### config.mk
export PLATFORM = sky130hd
export DESIGN_NAME = core_alu_seq
export DESIGN_NICKNAME = d
export VERILOG_FILES = /design/src/rtl/core_alu_seq_pkg.sv /design/src/rtl/core_alu_muldiv.sv /design/src/rtl/core_alu_seq.sv
export SDC_FILE = /design/constraint.sdc
export NUM_CORES = 1
export LEC_CHECK = 0
export BUFFER_PORTS_ARGS = -buffer_cell sky130_fd_sc_hd__buf_4
export CAP_MARGIN = 0
export CORE_MARGIN = 10
export CORE_UTILIZATION = 55
export CTS_BUF_LIST = sky130_fd_sc_hd__clkbuf_4
export DETAILED_ROUTE_END_ITERATION = 8
export PLACE_DENSITY = 0.76
export SYNTH_ARGS = -nofsm -noshare
export SYNTH_HDL_FRONTEND = slang
export SYNTH_HIERARCHICAL = 1
export SYNTH_SLANG_ARGS = --single-unit
export TNS_END_PERCENT = 1
### constraint.sdc
create_clock -name clk -period 4.9 [get_ports clk]
set_clock_uncertainty 0.05 [all_clocks]
set_input_delay 0.98 -clock clk [delete_from_list [all_inputs] [get_ports clk]]
set_output_delay 0.98 -clock clk [all_outputs]
set_load 0.1 [all_outputs]
### src/rtl/core_alu_seq_pkg.sv
// Shared ALU defines: func codes, FSM encoding, default XLEN.
// Build option CORE_ALU_MULDIV_EN enables the M-extension unit.
`ifndef ALUFuncW
`define ALUFuncW 5
`endif

package core_alu_seq_pkg;

  localparam int XLEN_DEF = 32;

  localparam logic [`ALUFuncW-1:0] ALUFunc_ADD    = 5'd0;
  localparam logic [`ALUFuncW-1:0] ALUFunc_SUB    = 5'd1;
  localparam logic [`ALUFuncW-1:0] ALUFunc_XOR    = 5'd2;
  localparam logic [`ALUFuncW-1:0] ALUFunc_OR     = 5'd3;
  localparam logic [`ALUFuncW-1:0] ALUFunc_AND    = 5'd4;
  localparam logic [`ALUFuncW-1:0] ALUFunc_SLL    = 5'd5;
  localparam logic [`ALUFuncW-1:0] ALUFunc_SRL    = 5'd6;
  localparam logic [`ALUFuncW-1:0] ALUFunc_SRA    = 5'd7;
  localparam logic [`ALUFuncW-1:0] ALUFunc_SLT    = 5'd8;
  localparam logic [`ALUFuncW-1:0] ALUFunc_SLTU   = 5'd9;
  localparam logic [`ALUFuncW-1:0] ALUFunc_MUL    = 5'd10;
  localparam logic [`ALUFuncW-1:0] ALUFunc_MULH   = 5'd11;
  localparam logic [`ALUFuncW-1:0] ALUFunc_MULHSU = 5'd12;
  localparam logic [`ALUFuncW-1:0] ALUFunc_MULHU  = 5'd13;
  localparam logic [`ALUFuncW-1:0] ALUFunc_DIV    = 5'd14;
  localparam logic [`ALUFuncW-1:0] ALUFunc_DIVU   = 5'd15;
  localparam logic [`ALUFuncW-1:0] ALUFunc_REM    = 5'd16;
  localparam logic [`ALUFuncW-1:0] ALUFunc_REMU   = 5'd17;

  localparam logic [1:0] ST_IDLE = 2'd0;
  localparam logic [1:0] ST_BUSY = 2'd1;
  localparam logic [1:0] ST_DONE = 2'd2;

  function automatic logic is_muldiv(
    input logic [`ALUFuncW-1:0] f
  );
    return (f >= ALUFunc_MUL) &&
           (f <= ALUFunc_REMU);
  endfunction

endpackage

### src/rtl/core_alu_muldiv.sv
// Iterative shift-add multiplier and restoring divider.
// Instantiated only when CORE_ALU_MULDIV_EN is defined.
module core_alu_muldiv
  import core_alu_seq_pkg::*;
#(
  parameter int XLEN = XLEN_DEF
) (
  input  logic                 clk,
  input  logic                 rst_n,
  input  logic                 flush,
  input  logic                 start,
  input  logic [`ALUFuncW-1:0] func,
  input  logic [XLEN-1:0]      a,
  input  logic [XLEN-1:0]      b,
  output logic                 fast,
  output logic [XLEN-1:0]      fast_res,
  output logic                 busy,
  output logic                 done,
  output logic [XLEN-1:0]      res
);

  localparam int CW = $clog2(XLEN + 1);

  logic            run;
  logic [CW-1:0]   cnt;
  logic [2*XLEN-1:0] p;
  logic [XLEN-1:0] md;
  logic            div_q;
  logic            hi;
  logic            rem_sel;
  logic            neg_q;
  logic            neg_r;

  logic            sgn_a, sgn_b, sa, sb;
  logic            div_op, by_zero, ovf;
  logic [XLEN-1:0] mag_a, mag_b;
  logic [XLEN:0]   add_sum, rs, diff;
  logic [2*XLEN-1:0] prod;
  logic [XLEN-1:0] q, r;

  // Operand decode, magnitudes and fast-path detection
  always_comb begin
    sgn_a = (func == ALUFunc_MULH) || (func == ALUFunc_MULHSU) ||
            (func == ALUFunc_DIV) || (func == ALUFunc_REM);
    sgn_b = (func == ALUFunc_MULH) ||
            (func == ALUFunc_DIV) || (func == ALUFunc_REM);
    sa = sgn_a & a[XLEN-1];
    sb = sgn_b & b[XLEN-1];
    mag_a = sa ? -a : a;
    mag_b = sb ? -b : b;
    div_op = (func >= ALUFunc_DIV) && (func <= ALUFunc_REMU);
    by_zero = div_op && (b == '0);
    ovf = ((func == ALUFunc_DIV) || (func == ALUFunc_REM)) &&
          (a == {1'b1, {(XLEN-1){1'b0}}}) && (b == '1);
    fast = by_zero || ovf;
    fast_res = '0;
    if (by_zero)
      fast_res = ((func == ALUFunc_DIV) || (func == ALUFunc_DIVU)) ?
                 '1 : a;
    else if (ovf)
      fast_res = (func == ALUFunc_DIV) ? a : '0;
  end

  // One iteration step and the final sign fixup
  always_comb begin
    add_sum = {1'b0, p[2*XLEN-1:XLEN]} +
              (p[0] ? {1'b0, md} : {(XLEN+1){1'b0}});
    rs = {p[2*XLEN-1:XLEN], p[XLEN-1]};
    diff = rs - {1'b0, md};
    prod = neg_q ? -p : p;
    q = neg_q ? -p[XLEN-1:0] : p[XLEN-1:0];
    r = neg_r ? -p[2*XLEN-1:XLEN] : p[2*XLEN-1:XLEN];
    if (div_q)
      res = rem_sel ? r : q;
    else
      res = hi ? prod[2*XLEN-1:XLEN] : prod[XLEN-1:0];
  end

  assign busy = run;
  assign done = run && (cnt == CW'(XLEN));

  // Operand latch, iteration counter and partial result register
  always_ff @(posedge clk or negedge rst_n) begin
    if (!rst_n) begin
      run     <= 1'b0;
      cnt     <= '0;
      p       <= '0;
      md      <= '0;
      div_q   <= 1'b0;
      hi      <= 1'b0;
      rem_sel <= 1'b0;
      neg_q   <= 1'b0;
      neg_r   <= 1'b0;
    end else if (flush) begin
      run <= 1'b0;
      cnt <= '0;
    end else if (start) begin
      run     <= 1'b1;
      cnt     <= '0;
      p       <= {{XLEN{1'b0}}, div_op ? mag_a : mag_b};
      md      <= div_op ? mag_b : mag_a;
      div_q   <= div_op;
      hi      <= (func != ALUFunc_MUL);
      rem_sel <= (func == ALUFunc_REM) || (func == ALUFunc_REMU);
      neg_q   <= sa ^ sb;
      neg_r   <= sa;
    end else if (done) begin
      run <= 1'b0;
      cnt <= '0;
    end else if (run) begin
      cnt <= cnt + 1'b1;
      if (div_q) begin
        if (!diff[XLEN])
          p <= {diff[XLEN-1:0], p[XLEN-2:0], 1'b1};
        else
          p <= {rs[XLEN-1:0], p[XLEN-2:0], 1'b0};
      end else begin
        p <= {add_sum, p[XLEN-1:1]};
      end
    end
  end

endmodule

### src/rtl/core_alu_seq.sv
// Handshaked RV32I/RV64I ALU with registered result.
// Define CORE_ALU_MULDIV_EN to add the iterative M-extension unit.
module core_alu_seq
  import core_alu_seq_pkg::*;
#(
  parameter int XLEN = XLEN_DEF
) (
  input  logic                 clk,
  input  logic                 rst_n,
  input  logic                 flush_in,
  input  logic                 req_valid_in,
  output logic                 req_ready_out,
  input  logic [`ALUFuncW-1:0] func_in,
  input  logic [XLEN-1:0]      opnum1_in,
  input  logic [XLEN-1:0]      opnum2_in,
  output logic                 resp_valid_out,
  input  logic                 resp_ready_in,
  output logic [XLEN-1:0]      res_out
);

  localparam int SHAMT_W = $clog2(XLEN);

  logic [1:0]         state;
  logic [XLEN-1:0]    res_q;
  logic               accept;
  logic               launch_busy;
  logic [XLEN-1:0]    launch_res;
  logic [XLEN-1:0]    alu_res;
  logic [SHAMT_W-1:0] shamt;

  assign req_ready_out = (state == ST_IDLE) ||
                         ((state == ST_DONE) && resp_ready_in);
  assign resp_valid_out = (state == ST_DONE);
  assign res_out = res_q;
  assign accept = req_valid_in && req_ready_out && !flush_in;

  // Single-cycle RV32I/RV64I datapath
  always_comb begin
    alu_res = '0;
    shamt = opnum2_in[SHAMT_W-1:0];
    unique case (1'b1)
      (func_in == ALUFunc_ADD):  alu_res = opnum1_in + opnum2_in;
      (func_in == ALUFunc_SUB):  alu_res = opnum1_in - opnum2_in;
      (func_in == ALUFunc_XOR):  alu_res = opnum1_in ^ opnum2_in;
      (func_in == ALUFunc_OR):   alu_res = opnum1_in | opnum2_in;
      (func_in == ALUFunc_AND):  alu_res = opnum1_in & opnum2_in;
      (func_in == ALUFunc_SLL):  alu_res = opnum1_in << shamt;
      (func_in == ALUFunc_SRL):  alu_res = opnum1_in >> shamt;
      (func_in == ALUFunc_SRA):
        alu_res = $signed(opnum1_in) >>> shamt;
      (func_in == ALUFunc_SLT):
        alu_res = {{(XLEN-1){1'b0}},
                   $signed(opnum1_in) < $signed(opnum2_in)};
      (func_in == ALUFunc_SLTU):
        alu_res = {{(XLEN-1){1'b0}}, opnum1_in < opnum2_in};
      default: alu_res = '0;
    endcase
  end

`ifdef CORE_ALU_MULDIV_EN
  logic            md_fast;
  logic [XLEN-1:0] md_fast_res;
  logic            md_busy;
  logic            md_done;
  logic [XLEN-1:0] md_res;
  logic            is_m;

  assign is_m = is_muldiv(func_in);
  assign launch_busy = is_m && !md_fast;
  assign launch_res = is_m ? md_fast_res : alu_res;

  core_alu_muldiv #(
    .XLEN(XLEN)
  ) u_muldiv (
    .clk      (clk),
    .rst_n    (rst_n),
    .flush    (flush_in),
    .start    (accept && launch_busy),
    .func     (func_in),
    .a        (opnum1_in),
    .b        (opnum2_in),
    .fast     (md_fast),
    .fast_res (md_fast_res),
    .busy     (md_busy),
    .done     (md_done),
    .res      (md_res)
  );
`else
  assign launch_busy = 1'b0;
  assign launch_res = alu_res;
`endif

  // Handshake FSM and result register
  always_ff @(posedge clk or negedge rst_n) begin
    if (!rst_n) begin
      state <= ST_IDLE;
      res_q <= '0;
    end else if (flush_in) begin
      state <= ST_IDLE;
    end else begin
      case (state)
        ST_IDLE: begin
          if (accept) begin
            state <= launch_busy ? ST_BUSY : ST_DONE;
            if (!launch_busy) res_q <= launch_res;
          end
        end
`ifdef CORE_ALU_MULDIV_EN
        ST_BUSY: begin
          if (md_done) begin
            state <= ST_DONE;
            res_q <= md_res;
          end else if (!md_busy) begin
            state <= ST_IDLE;
          end
        end
`endif
        ST_DONE: begin
          if (resp_ready_in) begin
            if (accept) begin
              state <= launch_busy ? ST_BUSY : ST_DONE;
              if (!launch_busy) res_q <= launch_res;
            end else begin
              state <= ST_IDLE;
            end
          end
        end
        default: state <= ST_IDLE;
      endcase
    end
  end

endmodule

==> impl_metrics.env <==
export IMPL_status="finished, final reports clean"
export IMPL_swShare_pct=55.7
export IMPL_min_period_ns=3.88
export IMPL_cts_buffers=5
export IMPL_grt_usage_pct=34.5
export IMPL_ant_nets=0
export IMPL_grt_pass1_wl_um=65600
export IMPL_clk_latency_ns=0.35
export IMPL_portBuffers=107
export IMPL_arrival_ns=4.09
export IMPL_fmax_mhz=258
export IMPL_die_height_um=154
export IMPL_power_internal_uw=774
export IMPL_routed_via_density=7.19
export IMPL_end_kind="register"
export IMPL_slowest_stage="o41ai_1"
export IMPL_wl_per_cell_um=26.6
export IMPL_max_stage_delay_ns=0.42
export IMPL_p_seq_share_pct=17.3
export IMPL_path_class="in2reg"
export IMPL_synth_edf_count=0
export IMPL_cts_resized_gates=0
export IMPL_async_flop_share_pct=100
export IMPL_cts_setup_buffers=0
export IMPL_layout_drive_gt1_share_pct=15.9
export IMPL_htree_levels=2
export IMPL_drv_slew=0
export IMPL_grt_pass1_vias=10800
export IMPL_critPathRequiredTime_ns=5.11
export IMPL_fillers=1678
export IMPL_slew_headroom_pct=28.9
export IMPL_switchingPower_uw=973
export IMPL_rsz0062_at_grt="no"
export IMPL_grt_max_degree=73
export IMPL_multi_input_area_mm2=0.00826
export IMPL_synth_area_leaders="ha_1 (12%), mux4_2 (10%), dfrtp_1 (8.4%), a21oi_1 (6.0%), o21ai_0 (5.9%)"
export IMPL_clkTransAtPathRegs_ns=0.15
export IMPL_cts_tree="built"
export IMPL_peakVddDrop_mv=0.159
export IMPL_fin_util_pct=62.2
export IMPL_clockRootBuffer="clkbuf_4"
export IMPL_period_share_pct=79.1
export IMPL_combPwrFrac_pct=72.3
export IMPL_overflow=0
export IMPL_hold_violations=0
export IMPL_synthTopCellsByCount="nor2_1 (153), nand2_1 (124), a21oi_1 (118)"
export IMPL_worstHoldPathType="reg2reg"
export IMPL_vias=11800
export IMPL_wl_um=43600
export IMPL_antenna_found_initial=3
export IMPL_yosysWarningCount=6
export IMPL_p_clk_share_pct=10.4
export IMPL_seqCellArea_um2=826
export IMPL_drt_iter0_markers=1946
export IMPL_gp_congestion=1.11
export IMPL_clkSinkCount=33
export IMPL_max_slew_worst_pin_slew_ns=1.06
export IMPL_critPathLaunchType="primary input"
export IMPL_synth_net_count=1547
export IMPL_hpwlAfterDp_um=34400
export IMPL_dieWidth_um=154
export IMPL_drtPass1Iterations=6
export IMPL_path_cells="buf_4, ha_1, inv_1, fa_1, nor2b_1, o21ai_0, a211oi_1, o21ai_0, a21oi_1, nor2_1, o41ai_1, buf_4, xnor2_1, o221ai_1"
export IMPL_drcViolationCount=0
export IMPL_yosysSeqAreaShare_pct=8.37
export IMPL_area_growth_pct=9.80
export IMPL_fin_setup_tns_ns=0
export IMPL_syn_area_per_cell_um2=7.19
export IMPL_cap_violations=0
export IMPL_yosysUniqueCellTypes=73
export IMPL_syn_cell_area_mm2=0.00987
export IMPL_clock_path_buffers=2
export IMPL_std_cell_rows=48
export IMPL_synthMostInstantiatedCell="nor2_1"
export IMPL_cp_max_fo=12
export IMPL_hold_buffers=0
export IMPL_leakagePower_nw=4.77
export IMPL_coreArea_mm2=0.0174
export IMPL_dieArea_mm2=0.0237
export IMPL_powerDensity_mw_per_mm2=161
export IMPL_io_pin_count=108
export IMPL_ys_seq_elements=33
export IMPL_synth_top_area_share_pct=12.4
export IMPL_initial_core_util_pct=56.7
export IMPL_final_nets=1588
export IMPL_setup_viol=0
export IMPL_ys_flop_type="dfrtp_1"
export IMPL_synthCells=1373
export IMPL_yosys_area_top_type="ha_1"
export IMPL_r2r_setup_slack_ns=2.12
[kinds of logic (layout without fill, tap and decap cells)]
| family | after synthesis | count (layout) | synth area share [%] |
|---|---|---|---|
| compound gates | 475 | 475 | 31.3 |
| simple gates | 424 | 424 | 19.7 |
| buf+inv | 204 | 246 | 8.18 |
| mux | 114 | 114 | 17.6 |
| fa+ha+maj | 100 | 100 | 12.8 |
| flops | 33 | 33 | 8.37 |
| xor+xnor | 23 | 23 | 2.04 |
| other cells | 0 | 1 | 0 |
[metrics by stage]
| stage | cells | worst slack (ns) | power (mW) | hold WS, ns | instance area, µm² |
|---|---|---|---|---|---|
| global route | 1641 | 0.840 | 1.82 | 0.485 | 10800 |
| global placement | 1632 | 0.735 | 1.51 | 0.413 | 10800 |
| floorplan | 1373 | 0.418 | 1.14 | 0.634 | 9870 |
| CTS | 1640 | 1.10 | 1.70 | 0.449 | 10800 |
| finish | 1641 | 1.02 | 1.75 | 0.443 | 10800 |
| detailed placement | 1632 | 0.717 | 1.52 | 0.424 | 10800 |
[flip-flops by register name, indices dropped and copies added (netlist names)]
register,flops
res_out,32
state,1
[power groups by stage]
stage / Combinational, mW / Clock (mW) / Sequential (mW)
6_report: 1.26 / 0.181 / 0.302
2_1_floorplan: 0.697 / 0 / 0.439
3_3_place_gp: 1.20 / 0 / 0.307
4_1_cts: 1.22 / 0.177 / 0.302
5_1_grt: 1.33 / 0.188 / 0.304
3_5_place_dp: 1.21 / 0 / 0.308
[cell type report]
cell class	count	share of cell area, %
multi-input cells	1136	76.2
repair buffers	136	9.54
flip-flops and latches	33	7.62
inverters	102	3.53
well taps	225	2.60
clock buffers	6	0.416
clock inverters	2	0.0924
diodes	1	0.0231
[layout by cell type (no fill, tap or decap), types with 22 or more instances in the layout]
master    instances
a21oi_1         118
nand2_1         124
dfrtp_1          33
inv_1            96
nor3_1           30
mux2i_1          53
a211oi_1         25
nor2_1          153
ha_1             98
a221oi_1         22
buf_4           135
o211ai_1         23
nand3_1          24
o21ai_0         117
mux4_2           46
[critical path, delay by kind of cell]
| kind | cells | cell delay, ns |
|---|---|---|
| buf+inv | 3 | 0.50 |
| simple gates | 2 | 0.21 |
| fa+ha+maj | 2 | 0.63 |
| xor+xnor | 1 | 0.13 |
| compound gates | 6 | 1.65 |
[worst paths after layout]
check	startpoint	cells after the start	to
max	opnum2_in[0]	14	res_out[26]
min	res_out[3]	2	res_out[3]
max reg2reg	state[1]	8	res_out[28]
min reg2reg	res_out[3]	2	res_out[3]
max in group asynchronous	rst_n	1	res_out[10]
min in group asynchronous	rst_n	1	res_out[27]
[per-layer routing]
layer / global-route usage (%) / routed length [µm] / vias up
li1: - / - / 5171
met1: 45.9 / 16900 / 5506
met2: 51.3 / 18400 / 953
met3: 8.76 / 5860 / 162
met4: 14.9 / 2420 / 4
met5: 0 / 27 / -
Note: power is estimated with default switching activity, not from simulation.
